`config.mk`:
```
export PLATFORM = sky130hd
export DESIGN_NAME = mem_stage
export DESIGN_NICKNAME = d
export VERILOG_FILES = /design/src/rtl/mem_stage.sv
export SDC_FILE = /design/constraint.sdc
export NUM_CORES = 1
export LEC_CHECK = 0
export CORE_ASPECT_RATIO = 0.6
export CORE_UTILIZATION = 42
export CTS_BUF_LIST = sky130_fd_sc_hd__clkbuf_16
export DETAILED_ROUTE_END_ITERATION = 10
export GPL_ROUTABILITY_DRIVEN = 1
export GPL_TIMING_DRIVEN = 0
export PLACE_DENSITY = 0.81
export SYNTH_ARGS = -nofsm -noshare
export SYNTH_HDL_FRONTEND = slang
export SYNTH_SLANG_ARGS = --single-unit
```
`constraint.sdc`:
```
create_clock -name clk -period 2.5 [get_ports clk]
set_input_delay 0.625 -clock clk [delete_from_list [all_inputs] [get_ports clk]]
set_output_delay 0.625 -clock clk [all_outputs]
set_load 0.05 [all_outputs]
```
`src/rtl/mem_stage.sv`:
```
// Memory/writeback stage: single-beat loads and stores on a req/ack port,
// one registered register-file write per ALU or load instruction, sticky timeout flag.
module mem_stage #(
  parameter int REG_AW  = 5,
  parameter int TIMEOUT = 16
) (
  input  logic              clk,
  input  logic              rst,
  input  logic              v_i,
  input  logic [31:0]       result_i,
  input  logic [31:0]       store_data_i,
  input  logic [REG_AW-1:0] dst_i,
  input  logic              ctrl_ld_i,
  input  logic              ctrl_st_i,
  output logic              stall_o,
  output logic              mem_req_o,
  output logic              mem_we_o,
  output logic [31:0]       mem_addr_o,
  output logic [31:0]       mem_wdata_o,
  input  logic              mem_ack_i,
  input  logic [31:0]       mem_rdata_i,
  output logic              wb_en_o,
  output logic [REG_AW-1:0] wb_addr_o,
  output logic [31:0]       wb_data_o,
  output logic              err_o
);

  localparam int WCNT_W = (TIMEOUT > 1) ? $clog2(TIMEOUT) : 1;
  localparam logic [WCNT_W-1:0] WCNT_LAST = WCNT_W'(TIMEOUT - 1);

  typedef enum logic {
    IDLE,
    REQ
  } state_t;

  state_t              state, state_d;
  logic [WCNT_W-1:0]   wcnt, wcnt_d;
  logic [REG_AW-1:0]   req_dst;
  logic                accept_mem;
  logic                wb_fire;
  logic [REG_AW-1:0]   wb_addr_d;
  logic [31:0]         wb_data_d;
  logic                err_set;

  // Decoded from the state register only, so reset drops the request at once.
  assign stall_o   = (state == REQ);
  assign mem_req_o = (state == REQ);

  always_comb begin
    // NOTE: every signal gets a default first so no path leaves it unassigned (no latch).
    state_d    = state;
    wcnt_d     = wcnt;
    accept_mem = 1'b0;
    wb_fire    = 1'b0;
    wb_addr_d  = wb_addr_o;
    wb_data_d  = wb_data_o;
    err_set    = 1'b0;

    unique case (state)
      IDLE: begin
        if (v_i) begin
          if (ctrl_ld_i || ctrl_st_i) begin
            accept_mem = 1'b1;
            state_d    = REQ;
            wcnt_d     = '0;
          end else begin
            wb_fire   = (dst_i != '0);
            wb_addr_d = dst_i;
            wb_data_d = result_i;
          end
        end
      end
      REQ: begin
        // An ack in the final allowed cycle still wins over the timeout.
        if (mem_ack_i) begin
          state_d   = IDLE;
          wb_fire   = !mem_we_o && (req_dst != '0);
          wb_addr_d = req_dst;
          wb_data_d = mem_rdata_i;
        end else if (wcnt == WCNT_LAST) begin
          state_d = IDLE;
          err_set = 1'b1;
        end else begin
          wcnt_d = wcnt + 1'b1;
        end
      end
      default: state_d = IDLE;
    endcase
  end

  // NOTE: sequential state uses non-blocking assignments so all registers update together.
  always_ff @(posedge clk or negedge rst) begin
    if (!rst) begin
      state <= IDLE;
      wcnt  <= '0;
    end else begin
      state <= state_d;
      wcnt  <= wcnt_d;
    end
  end

  always_ff @(posedge clk or negedge rst) begin
    if (!rst) begin
      mem_we_o    <= 1'b0;
      mem_addr_o  <= '0;
      mem_wdata_o <= '0;
      req_dst     <= '0;
      wb_en_o     <= 1'b0;
      wb_addr_o   <= '0;
      wb_data_o   <= '0;
      err_o       <= 1'b0;
    end else begin
      if (accept_mem) begin
        // A simultaneous ld+st is a load.
        mem_we_o    <= ctrl_st_i && !ctrl_ld_i;
        mem_addr_o  <= result_i;
        mem_wdata_o <= store_data_i;
        req_dst     <= dst_i;
      end
      wb_en_o <= wb_fire;
      if (wb_fire) begin
        wb_addr_o <= wb_addr_d;
        wb_data_o <= wb_data_d;
      end
      if (err_set) err_o <= 1'b1;
    end
  end

endmodule

```
==> results of run 1 <==
[per-layer routing]
layer	up-vias	track usage (%)
li1	1918	-
met2	168	41.3
met1	1994	31.0
met5	-	0
met3	13	9.42
met4	0	6.03
[worst max-delay path by stage]
stage,startpoint,to,slack (ps)
floorplan,dst_i[2],wb_data_o[16]$_DFFE_PN0P_,390
global placement,rst,wb_data_o[13]$_DFFE_PN0P_,-3470
detailed placement,dst_i[2],wb_data_o[28]$_DFFE_PN0P_,-240
CTS,mem_req_o$_DFF_PN0_,stall_o,9
global route,mem_req_o$_DFF_PN0_,mem_req_o,2
finish,mem_req_o$_DFF_PN0_,mem_req_o,80
[cell families (layout without fill, tap and decap cells)]
| group | after synthesis | in the layout | share of synthesized area [%] |
|---|---|---|---|
| buffers and inverters | 24 | 268 | 2.45 |
| adder cells (fa/ha/maj) | 1 | 1 | 0.258 |
| AO/OA/AOI/OAI | 7 | 7 | 0.981 |
| AND/OR/NAND/NOR | 228 | 228 | 18.4 |
| XOR/XNOR | 1 | 1 | 0.181 |
| flip-flops | 114 | 114 | 58.8 |
| multiplexers | 75 | 75 | 18.9 |
[registers in the layout, summed over array words and instances (netlist names)]
name and flops:
wb_addr_o 5, mem_addr_o 32, req_dst 5, wb_data_o 32
wcnt 4, wb_en_o 1, err_o 1, mem_we_o 1
mem_wdata_o 32, mem_req_o 1
[what timing repair did]
action                                  in CTS  in global routing
endpoints found under the setup margin       0                  1
hold endpoints to repair                     0                  0
gates resized for setup                      0                  1
[power breakdown]
part	internal, mW	total (mW)	leakage [nW]	switching [mW]
Clock	1.43	2.27	0.269	0.833
Combinational	1.58	4.29	1.90	2.70
Sequential	2.42	2.76	1.39	0.346
Total	5.43	9.31	3.57	3.88
[layout make-up]
class	instances	area (sq um)	share of cell area (%)
Buffer	24	119	1.54
Clock buffer	17	425	5.51
Clock inverter	14	125	1.62
Multi-Input combinational cell	312	1880	24.3
Sequential cell	114	2850	36.9
Tap cell	139	174	2.25
Timing Repair Buffer	213	2150	27.8
[synthesized netlist by cell type, types with 2 or more instances]
library cell	count	share of area, %
mux2_2	55	13
buf_2	2	0.21
nand2b_1	2	0.26
nand3_1	4	0.41
or4_1	2	0.31
dfrtp_1	114	59
buf_6	3	0.70
nor2b_1	3	0.39
a21oi_1	2	0.21
nand2_1	211	16
nor2_1	3	0.23
mux2_4	19	5.9
clkbuf_1	18	1.4
[metrics by stage]
stage	setup slack [ps]	cell area, sq um	power [mW]	utilization [%]	setup TNS [ps]
2_1_floorplan	385	4850	5.47	-	0
3_3_place_gp	-3470	7140	6.98	65.6	-400090
3_5_place_dp	-236	7170	7.07	65.9	-7570
4_1_cts	9.49	7720	9.37	70.9	0
5_1_grt	1.67	7720	9.67	70.9	0
6_report	76.9	7720	9.31	70.9	0
==> summary.md, run 1 <==
| Metric | Value |
|---|---|
| Status | complete, no violations |
| Worst EP arrival | 1800 ps |
| FILL cells | 783 |
| Total power per unit cell area | 1210 nW/um^2 |
| Antenna cells | 0 |
| CP Capture Type | output port |
| Port buffer count | 212 |
| Depth of the most critical reg-to-reg path | 4 |
| Root Driver | clkbuf_16 |
| Routed vias | 4093 |
| Core ar. | 10900 sq um |
| RSZ-0062 raised after global routing | no |
| Sequential area share after synthesis | 58.8% |
| Worst-Margin Slew | 843 ps |
| Crit path time final | 2420 ps |
| Maxcap violations | 0 |
| Ys Warns | 0 |
| Clock latency on the worst-skew pair | 400 ps |
| CP Data Required Time | 1880 ps |
| Initial Utilization | 44.5% |
| Relative slew slack | 43.8% |
| Largest net degree at the start of global routing | 66 |
| Die area | 12000 sq um |
| Initial antenna violation count | 0 |
| Ys async rst share | 100% |
| Clk pin slew, worst setup/hold paths | 50 ps |
| Post-CTS Setup Inserts | 0 |
| WL met2 | 6.54 mm |
| Antenna-violating nets left | 0 |
| Library cells used by synthesis | 25 |
| Met1 WL | 6.23 mm |
| Vias in the first global route | 4305 |
| Non-Filler Instances | 833 |
| R2r endpoint | wb_data_o[28]$_DFFE_PN0P_ |
| Buf/Inv on CP | 1 |
| Number of flops mapped to enable cells by yosys | 0 |
| Syn_nets | 558 |
| DRC viols | 0 |
| Via/cell ratio | 4.91 |
| Reg2Reg Setup Slack | 320 ps |
| Fin. max-slew vios | 0 |
| Initial DRC Count | 171 |
| Final setup violation count | 0 |
| Global-route wire length before repair | 22.5 mm |
| Flops & latches, synth | 114 |
| Slowest-stage cell, CP | clkdlybuf4s50_1 |
| Layout cells sized above 1 | 15.7% |
| Layout area overhead | 59.3% |
| Most common cell after layout, fill and taps aside | nand2_1 |
| Crit share post-route | 96.9% |
| DR WL/cell | 16.9 um |
| WS Path Type | register to output port |
| Total Nets Final | 790 |
| CTS tree | done |
| Detailed Routing Iterations Pass 1 | 5 |
| Hold Buf Count CTS | 0 |
| GRT Util Overall | 24.9% |
| Clk_skew | 7.10 ps |
| Fmax | 413 MHz |
| Post-Route WL | 14.1 mm |
| WHS | 325 ps |
| Final Hold Fails | 0 |
| Cell Rows | 29 |
| Total gr overflow | 0 |
| Synth Flop Type | dfrtp_1 |
| Most frequent cells in the layout | nand2_1 (211), clkdlybuf4s50_1 (210), dfrtp_1 (114), mux2_2 (55), mux2_4 (19) |
| Sequence of cells on the critical path | clkdlybuf4s50_1 |
| H-tree levels | 4 |
| Clock Path Buffers | 2 |
| Clock Sinks | 114 |
| Mean Syn Cell Area | 10.8 sq um |
| Post-DP HPWL | 10.3 mm |
| Leak | 3.57 nW |
| Synthesized cell area | 4850 sq um |
| Clock buffer count from CTS | 17 |
| CP Depth | 1 |
| Worst R2R Start | mem_req_o$_DFF_PN0_ |
| Critical path's top delay family | buffers and inverters |
| Worst-path fanout max | 8 |
| Worst vdd ir | 0.000800 V |
| Num ports | 213 |
| Hold crit path type | input pin to asynchronous set/reset pin |
| Slowest stage delay, CP | 890 ps |
| Startpoint Class | register |
| DP Cell Count | 802 |
| Die height | 85.2 um |
| Synthesized instance count | 450 |
| Routability Congestion | 0.778 |
| Top layer used by detailed routing | met4 |
| Die extent in x | 141 um |
| Metal3 WL | 1.21 mm |
(Power assumes the default switching activity.)
==> run 2, diff against run 1 <==
- CORE_UTILIZATION: 42 -> 43
- CTS_BUF_LIST: sky130_fd_sc_hd__clkbuf_16 -> sky130_fd_sc_hd__clkbuf_8
- PLACE_DENSITY: 0.81 -> 0.83
==> summary.md, run 2 (synthesis results as in run 1) <==
| Metric | Value |
|---|---|
| CP Capture Type | register (was output port) |
| Antenna-violating nets left | 0 (unchanged) |
| Routed vias | 3986 (was 4093) |
| CTS tree | done (unchanged) |
| Final Hold Fails | 0 (unchanged) |
| Non-Filler Instances | 833 (unchanged) |
| Most common cell after layout, fill and taps aside | nand2_1 (unchanged) |
| Die area | 11700 sq um (was 12000 sq um) |
| DP Cell Count | 802 (unchanged) |
| Post-CTS Setup Inserts | 0 (unchanged) |
| Vias in the first global route | 4286 (was 4305) |
| DR WL/cell | 16.4 um (was 16.9 um) |
| Worst R2R Start | mem_req_o$_DFF_PN0_ (unchanged) |
| Reg2Reg Setup Slack | 320 ps (about the same) |
| Crit path time final | 2310 ps (was 2420 ps) |
| Depth of the most critical reg-to-reg path | 6 (was 4) |
| Layout cells sized above 1 | 15.6% (was 15.7%) |
| Hold crit path type | input pin to asynchronous set/reset pin (unchanged) |
| Routability Congestion | 0.784 (was 0.778) |
| Final setup violation count | 0 (unchanged) |
| Area of placed instances | 7170 sq um (unchanged) |
| Fin. max-slew vios | 0 (unchanged) |
| Sequence of cells on the critical path | clkdlybuf4s50_1 -> nor2b_1 -> nor2b_1 -> clkbuf_1 -> clkbuf_1 -> nand2_1 -> nand2_1 (was clkdlybuf4s50_1) |
| Clock Path Buffers | 2 (unchanged) |
| Worst-Margin Slew | 785 ps (was 843 ps) |
| Initial Utilization | 45.0% (was 44.5%) |
| Detailed Routing Iterations Pass 1 | 8 (was 5) |
| Initial DRC Count | 202 (was 171) |
| Largest regs | mem_addr_o: 32 flops, mem_wdata_o: 32 flops, wb_data_o: 32 flops (unchanged) |
| Status | finished with violations (was complete, no violations) |
| GRT Util Overall | 24.7% (was 24.9%) |
| Worst-path fanout max | 10 (was 8) |
| Most frequent cells in the layout | nand2_1 (211), clkdlybuf4s50_1 (209), dfrtp_1 (114), mux2_2 (55) (was nand2_1 (211), clkdlybuf4s50_1 (210), dfrtp_1 (114), mux2_2 (55), mux2_4 (19)) |
| Initial antenna violation count | 0 (unchanged) |
| CP Data Required Time | 2850 ps (was 1880 ps) |
| Port buffer count | 212 (unchanged) |
| Total gr overflow | 0 (unchanged) |
| WS Path Type | input pin to register (was register to output port) |
| Layout area overhead | 54.4% (was 59.3%) |
| Post-DP HPWL | 10.2 mm (was 10.3 mm) |
| Total Nets Final | 790 (unchanged) |
| Root Driver | clkbuf_8 (was clkbuf_16) |
| Via/cell ratio | 4.79 (was 4.91) |
| Worst vdd ir | 0.000793 V (was 0.000800 V) |
| Total power per unit cell area | 1120 nW/um^2 (was 1210 nW/um^2) |
| Cell area after layout | 7490 sq um (was 7720 sq um) |
| Crit share post-route | 92.5% (was 96.9%) |
| Clock Sinks | 114 (unchanged) |
| Global-route wire length before repair | 22.2 mm (was 22.5 mm) |
| Critical path's top delay family | buffers and inverters (unchanged) |
| Die height | 84.3 um (was 85.2 um) |
| Final Util | 69.5% (was 70.9%) |
| Fmax | 433 MHz (was 413 MHz) |
| Slowest stage delay, CP | 470 ps (was 890 ps) |
| Buf/Inv on CP | 3 (was 1) |
| H-tree levels | 4 (unchanged) |
| Antenna cells | 0 (unchanged) |
| RSZ-0062 raised after global routing | no (unchanged) |
| Pwr Total | 8.41 mW (was 9.31 mW) |
| Num ports | 213 (unchanged) |
| Relative slew slack | 47.3% (was 43.8%) |
| Worst EP arrival | 2670 ps (was 1800 ps) |
| Maxcap violations | 0 (unchanged) |
| Core ar. | 10800 sq um (was 10900 sq um) |
| Clock buffer count from CTS | 17 (unchanged) |
| Largest net degree at the start of global routing | 69 (was 66) |
| Cell Rows | 29 (unchanged) |
| Clk pin slew, worst setup/hold paths | 60 ps (was 50 ps) |
| R2r endpoint | mem_addr_o[30]$_DFFE_PN0P_ (was wb_data_o[28]$_DFFE_PN0P_) |
| Clk_skew | 8.49 ps (was 7.10 ps) |
| WHS | 209 ps (was 325 ps) |
| Clock latency on the worst-skew pair | 420 ps (was 400 ps) |
| Die extent in x | 139 um (was 141 um) |
| Post-Route WL | 13.6 mm (was 14.1 mm) |
| DRC viols | 13 (was 0) |
| Startpoint Class | input pin (was register) |
| Slowest-stage cell, CP | clkbuf_1 (was clkdlybuf4s50_1) |
| Leak | 3.49 nW (was 3.57 nW) |
| Violated checks | design-rule violations |
==> run 2: where the power goes <==
part	switching (mW)	total [mW]	internal, mW
combinational	2.68	4.27	1.58
clock	0.689	1.39	0.699
sequential	0.342	2.75	2.41
==> run 2: worst register-to-register path: cells and delay by family (launching register included) <==
family                 cells  cell delay [ps]
buffers and inverters      2              890
flip-flops                 1              490
AND/OR/NAND/NOR            4              740
==> run 2: worst max-delay path by stage <==
stage	from	endpoint	slack (ps)	depth (start not counted)
after global routing	v_i	mem_addr_o[30]$_DFFE_PN0P_	40	7
after detailed placement	v_i	mem_addr_o[19]$_DFFE_PN0P_	-200	7
after global placement	rst	mem_addr_o[19]$_DFFE_PN0P_	-3440	1
after floorplan	dst_i[2]	wb_data_o[16]$_DFFE_PN0P_	390	6
after CTS	mem_req_o$_DFF_PN0_	mem_req_o	20	1
final	v_i	mem_addr_o[30]$_DFFE_PN0P_	190	7
==> run 2: through the flow <==
| stage | setup WS (ps) | setup TNS [ps] |
|---|---|---|
| CTS | 21.1 | 0 |
| floorplan | 385 | 0 |
| global route | 44.0 | 0 |
| detailed placement | -203 | -11020 |
| global placement | -3440 | -399740 |
| finish | 188 | 0 |
==> run 2: area by class of cell <==
cell class	count	area, sq um
buffer	24	119
clock buffer	19	262
clock inverter	12	55.1
fill	781	3290
multi-input combinational	312	1880
sequential	114	2850
tap	139	174
timing repair buffer	213	2150
==> run 2: repair_timing <==
item                                    CTS  global route
gates resized for setup                   1             1
pin swaps                                 0             0
endpoints found under the setup margin    1             1
hold buffers                              0             0
==> run 2: metal layers <==
metal	vias to the layer above	GRT usage [%]	share of wire, %
li1	1914	-	-
met1	1902	30.6	43
met2	156	40.3	47
met3	14	10.3	9.0
met4	0	6.57	0.80
met5	-	0	0
==> variant 1: new RTL, settings of run 1 <==
Change the parameter `REG_AW` from 5 to 4.
--- a/src/rtl/mem_stage.sv
+++ b/src/rtl/mem_stage.sv
@@ -1,7 +1,7 @@
 // Memory/writeback stage: single-beat loads and stores on a req/ack port,
 // one registered register-file write per ALU or load instruction, sticky timeout flag.
 module mem_stage #(
-  parameter int REG_AW  = 5,
+  parameter int REG_AW  = 4,
   parameter int TIMEOUT = 16
 ) (
   input  logic              clk,
Ports: changed (resized dst_i and wb_addr_o); port bits go from 213 to 211. The function was not compared with the original's and may differ.
==> variant 1 against run 1 <==
- via count decreased by 20%
- non-clock buffer count down 11
- area after synthesis fell by 0.75%
- cell area down 3.9%
- routed wire length down 15%
- sequential cell count is 2 lower
- power shrank 7.2%
- maximum frequency increased by 0.36%
- utilization decreased by 2.5 points
- worst setup slack improved by 0.0088 ns
- largest power group unchanged
- critical path type unchanged
- register-to-register slack gained 0.10 ns
- highest routed layer unchanged
==> variant 1: results (changes against run 1) <==
* M1 WL at 4.99 mm (was 6.23 mm)
* Syn nets at 403 (was 558)
* Layout fillers at 760 (was 783)
* All-layer global routing usage at 21.1% (was 24.9%)
* Met2 routed WL at 5.79 mm (was 6.54 mm)
* Status: complete, no violations (unchanged)
* Switching Power at 3.68 mW (was 3.88 mW)
* First-pass GRT wire length at 19.2 mm (was 22.5 mm)
* Max Clock Skew at 0.00661 ns (was 0.00710 ns)
* Worst-Margin Slew at 0.762 ns (was 0.843 ns)
* Wire per inst at 18.1 um (was 16.9 um)
* Post-synth top cells: dfrtp_1, mux2_2, mux2_4 (was nand2_1, dfrtp_1, mux2_2)
* Global routing met1 resource utilization at 24.8% (was 31.0%)
* NumNets Final at 625 (was 790)
* Placed cells at 646 (was 802)
* CTS buffer count at 9 (was 17)
* Met3 global-route usage at 8.58% (was 9.42%)
* Post-Synthesis Cells at 296 (was 450)
* Skew-Pair Late Insertion Delay at 0.34 ns (was 0.40 ns)
* Vias in the first global route at 3551 (was 4305)
* Vias/cell at 4.93 (was 4.91)
* Initial drt markers at 76 (was 171)
* WL met3 at 1.17 mm (was 1.21 mm)
* Lkg Pwr at 3.11 nW (was 3.57 nW)
* Largest net degree at the start of global routing at 58 (was 66)
* VDD IR max at 0.672 mV (was 0.800 mV)
* Reg clk slew, reported paths at 0.08 ns (was 0.05 ns)
* Register area share after synthesis at 58.2% (was 58.8%)
* Port Buffers at 210 (was 212)
* First-pass iteration count of the detailed router at 4 (was 5)
* CP max stage delay at 0.79 ns (was 0.89 ns)
* Final HPWL DP at 9.00 mm (was 10.3 mm)
* H-tree depth at 3 (was 4)
* Placed instance area at 7110 sq um (was 7170 sq um)
* Initial antenna violation count at 0 (unchanged)
* Met2 Use GR at 36.5% (was 41.3%)
* Count of different cell masters after synthesis at 27 (was 25)
* Top cells by area, synth: dfrtp_1, mux2_2, mux2_4, buf_12, buf_2 (was dfrtp_1, nand2_1, mux2_2, mux2_4, clkbuf_1)
* Final WL at 12.0 mm (was 14.1 mm)
* Gpl congestion at 0.760 (was 0.778)
* DR top layer: met4 (unchanged)
* Layout cells sized above 1 at 33.1% (was 15.7%)
[variant 1: changes by cell type after synthesis, sizes merged, moves of 6 or more]
| cell | run 1 | this run |
|---|---|---|
| mux2 | 74 | 141 |
| buf | 6 | 12 |
| nand2 | 211 | 1 |
| clkbuf | 18 | 3 |
[variant 1: logic make-up after synthesis]
group | after synthesis | share of synthesized area, %
AOI/OAI and AO/OA | 9 | 1.33
adders and majority gates | 1 | 0.260
buffers and inverters | 15 | 2.60
DFF | 112 | 58.2
muxes | 143 | 35.7
and+or+nand+nor | 16 | 1.90
[variant 1: worst paths after layout]
check	endpoint	slack, ns	depth (start not counted)
max	stall_o	0.09	2
max reg2reg	wb_data_o[29]	0.42	4
max in group asynchronous	wb_data_o[11]	1.42	2
min in group clk	err_o	0.47	1
min reg2reg	err_o	0.47	1
min	mem_wdata_o[14]	0.34	1
[variant 1: power by group through the flow]
stage / Combinational [mW] / Clock (mW) / Sequential (mW)
6_report: 4.44 / 1.48 / 2.73
2_1_floorplan: 0.952 / 0 / 4.67
5_1_grt: 4.60 / 1.58 / 2.81
3_3_place_gp: 4.41 / 0 / 2.72
3_5_place_dp: 4.46 / 0 / 2.75
4_1_cts: 4.47 / 1.53 / 2.73
[variant 1: area by class of cell]
class                      count  area [sq um]  area share (%)
sequential                   112          2800            37.8
timing repair buffer         211          2130            28.7
multi-input combinational    169          1890            25.4
clock buffer                   9           225            3.03
tap                          139           174            2.34
buffer                        15           125            1.69
clock inverter                 7          80.1            1.08
[variant 1: through the flow]
step,setup slack [ns],power (mW)
6_report,0.0857,8.64
5_1_grt,0.0374,8.99
4_1_cts,0.0507,8.73
3_5_place_dp,-0.295,7.21
3_3_place_gp,-3.45,7.13
2_1_floorplan,0.399,5.62
==> variant 2: new RTL, flow settings as in run 1 <==
Made on the original files. Put one more register stage on the output `err_o`, with the module's reset. The value now appears one clock later. The other outputs are not delayed to match.
--- a/src/rtl/mem_stage.sv
+++ b/src/rtl/mem_stage.sv
@@ -32,6 +32,8 @@
     IDLE,
     REQ
   } state_t;
+
+  logic err_s0;
 
   state_t              state, state_d;
   logic [WCNT_W-1:0]   wcnt, wcnt_d;
@@ -108,7 +110,7 @@
       wb_en_o     <= 1'b0;
       wb_addr_o   <= '0;
       wb_data_o   <= '0;
-      err_o       <= 1'b0;
+      err_s0      <= 1'b0;
     end else begin
       if (accept_mem) begin
         // A simultaneous ld+st is a load.
@@ -122,7 +124,15 @@
         wb_addr_o <= wb_addr_d;
         wb_data_o <= wb_data_d;
       end
-      if (err_set) err_o <= 1'b1;
+      if (err_set) err_s0 <= 1'b1;
+    end
+  end
+
+  always_ff @(posedge clk or negedge rst) begin
+    if (!rst) begin
+      err_o <= '0;
+    end else begin
+      err_o <= err_s0;
     end
   end
 
Function: no difference found for any inputs over 10 cycles, from zero or initial values and one cycle with rst low; that may be too few to reach the edited logic, so the function may still have changed.
==> variant 2 against run 1 <==
- sequential cell count grew 1
- routed wire length shrank 5.3%
- hold slack lost 0.084 ns
- clock power grew 8.8%
- area after synthesis grew 0.52%
- cell area grew 1.3%
- power grew 1.9%
- worst setup slack is essentially flat
- critical endpoint unchanged
- largest cell class unchanged
==> variant 2: results (changes against run 1) <==
* Post-synth top cells: nand2_1, dfrtp_1, mux2_2 (unchanged)
* Final WL at 13.4 mm (was 14.1 mm)
* Async set or reset register ratio after synthesis at 100% (unchanged)
* NumNets Final at 791 (was 790)
* Hold Path Class: input port to asynchronous set/reset pin (unchanged)
* Dpl ws at -0.257 ns (was -0.236 ns)
* H-tree depth at 4 (unchanged)
* Top cells by area, synth: dfrtp_1, nand2_1, mux2_2, mux2_4, clkbuf_1 (unchanged)
* Gpl congestion at 0.807 (was 0.778)
* Max Clock Skew at 0.0135 ns (was 0.00710 ns)
* Status: complete, no violations (unchanged)
* Reg2reg start: mem_req_o (unchanged)
* First-pass iteration count of the detailed router at 4 (was 5)
* Layout fillers at 817 (was 783)
* Register area share after synthesis at 59.1% (was 58.8%)
* Vias in the first global route at 4122 (was 4305)
* Warnings from Yosys at 0 (unchanged)
* Wire per inst at 15.6 um (was 16.9 um)
* CP max stage delay at 0.88 ns
* CP top delay family: buffers and inverters (unchanged)
* CTS buffer count at 17 (unchanged)
* Setup Buffers After CTS at 0 (unchanged)
* Vias at 3989 (was 4093)
* Syn nets at 559 (was 558)
* First-pass GRT wire length at 21.3 mm (was 22.5 mm)
* Final hold slack at 0.241 ns (was 0.325 ns)
* Root buf cell: clkbuf_16 (unchanged)
* Lkg Pwr at 3.61 nW (was 3.57 nW)
* Initial drt markers at 114 (was 171)
* Critical path class: flip-flop to output port (unchanged)
* Port Buffers at 212 (unchanged)
* Final worst slack at 0.0767 ns (was 0.0769 ns)
* VDD IR max at 0.803 mV (was 0.800 mV)
* Max clock buf depth at 2 (unchanged)
* Placed instance area at 7220 sq um (was 7170 sq um)
* Post-Synthesis Cells at 451 (was 450)
* Layout cells sized above 1 at 15.9% (was 15.7%)
* Skew-Pair Late Insertion Delay at 0.41 ns
* Placed cells at 824 (was 802)
* Reg clk slew, reported paths at 0.06 ns
* All-layer global routing usage at 23.1% (was 24.9%)
* Worst R2R Setup Slack at 0.31 ns
* Slowest library cell on the worst path: clkdlybuf4s50_1 (unchanged)
* Final HPWL DP at 9.67 mm (was 10.3 mm)
* FF-to-FF End: wb_data_o[30] (was wb_data_o[28])
* Largest net degree at the start of global routing at 69 (was 66)
* Pwr/cell area at 1210 nW/um^2 (about the same)
* Critical-path maximum fanout at 8 (unchanged)
* Biggest regs: mem_addr_o x32, mem_wdata_o x32, wb_data_o x32 (unchanged)
* Worst-Margin Slew at 0.810 ns (was 0.843 ns)
==> variant 2: cell count changes after synthesis <==
cell	before	now
dfrtp_1	114	115
==> variant 2: cell families after synthesis <==
logic type      share of synthesized area (%)
simple gates                             18.3
compound gates                          0.975
buf+inv                                  2.44
xor+xnor                                0.180
mux                                      18.8
fa+ha+maj                               0.257
flops                                    59.1
==> variant 2: how the worst max path moves through the flow <==
stage                           to  depth (start not counted)
floorplan            wb_data_o[16]                          6
global placement     wb_data_o[25]                          1
detailed placement  mem_addr_o[30]                          7
CTS                      mem_req_o                          1
global route             mem_req_o                          1
finish                   mem_req_o                          1
==> variant 2: layout make-up <==
class | count | share of cell area [%]
plain buffers | 24 | 1.54
clock inverters | 15 | 2.22
well taps | 160 | 2.56
repair buffers | 213 | 27.4
flip-flops and latches | 115 | 36.8
multi-input cells | 312 | 24.0
clock buffers | 17 | 5.44
==> variant 2: routing by layer <==
layer / part of all wire [%] / track usage (%) / vias to the layer above / wire (um)
met2: 46 / 36.6 / 153 / 6150
met3: 7.6 / 7.90 / 13 / 1010
met5: 0 / 0 / - / 0
met1: 46 / 30.3 / 1896 / 6090
li1: - / - / 1927 / -
met4: 0.75 / 6.23 / 0 / 100
==> variant 2: what timing repair did <==
action	4_1_cts	5_1_grt
hold buffers	0	0
endpoints found under the hold margin	0	0
setup endpoints to repair	1	1
gates resized for setup	1	2
==> variant 2: where the power goes <==
part	switching (mW)	leakage (nW)	internal (mW)
logic	2.67	1.90	1.58
registers	0.338	1.41	2.43
clock network	0.826	0.301	1.64
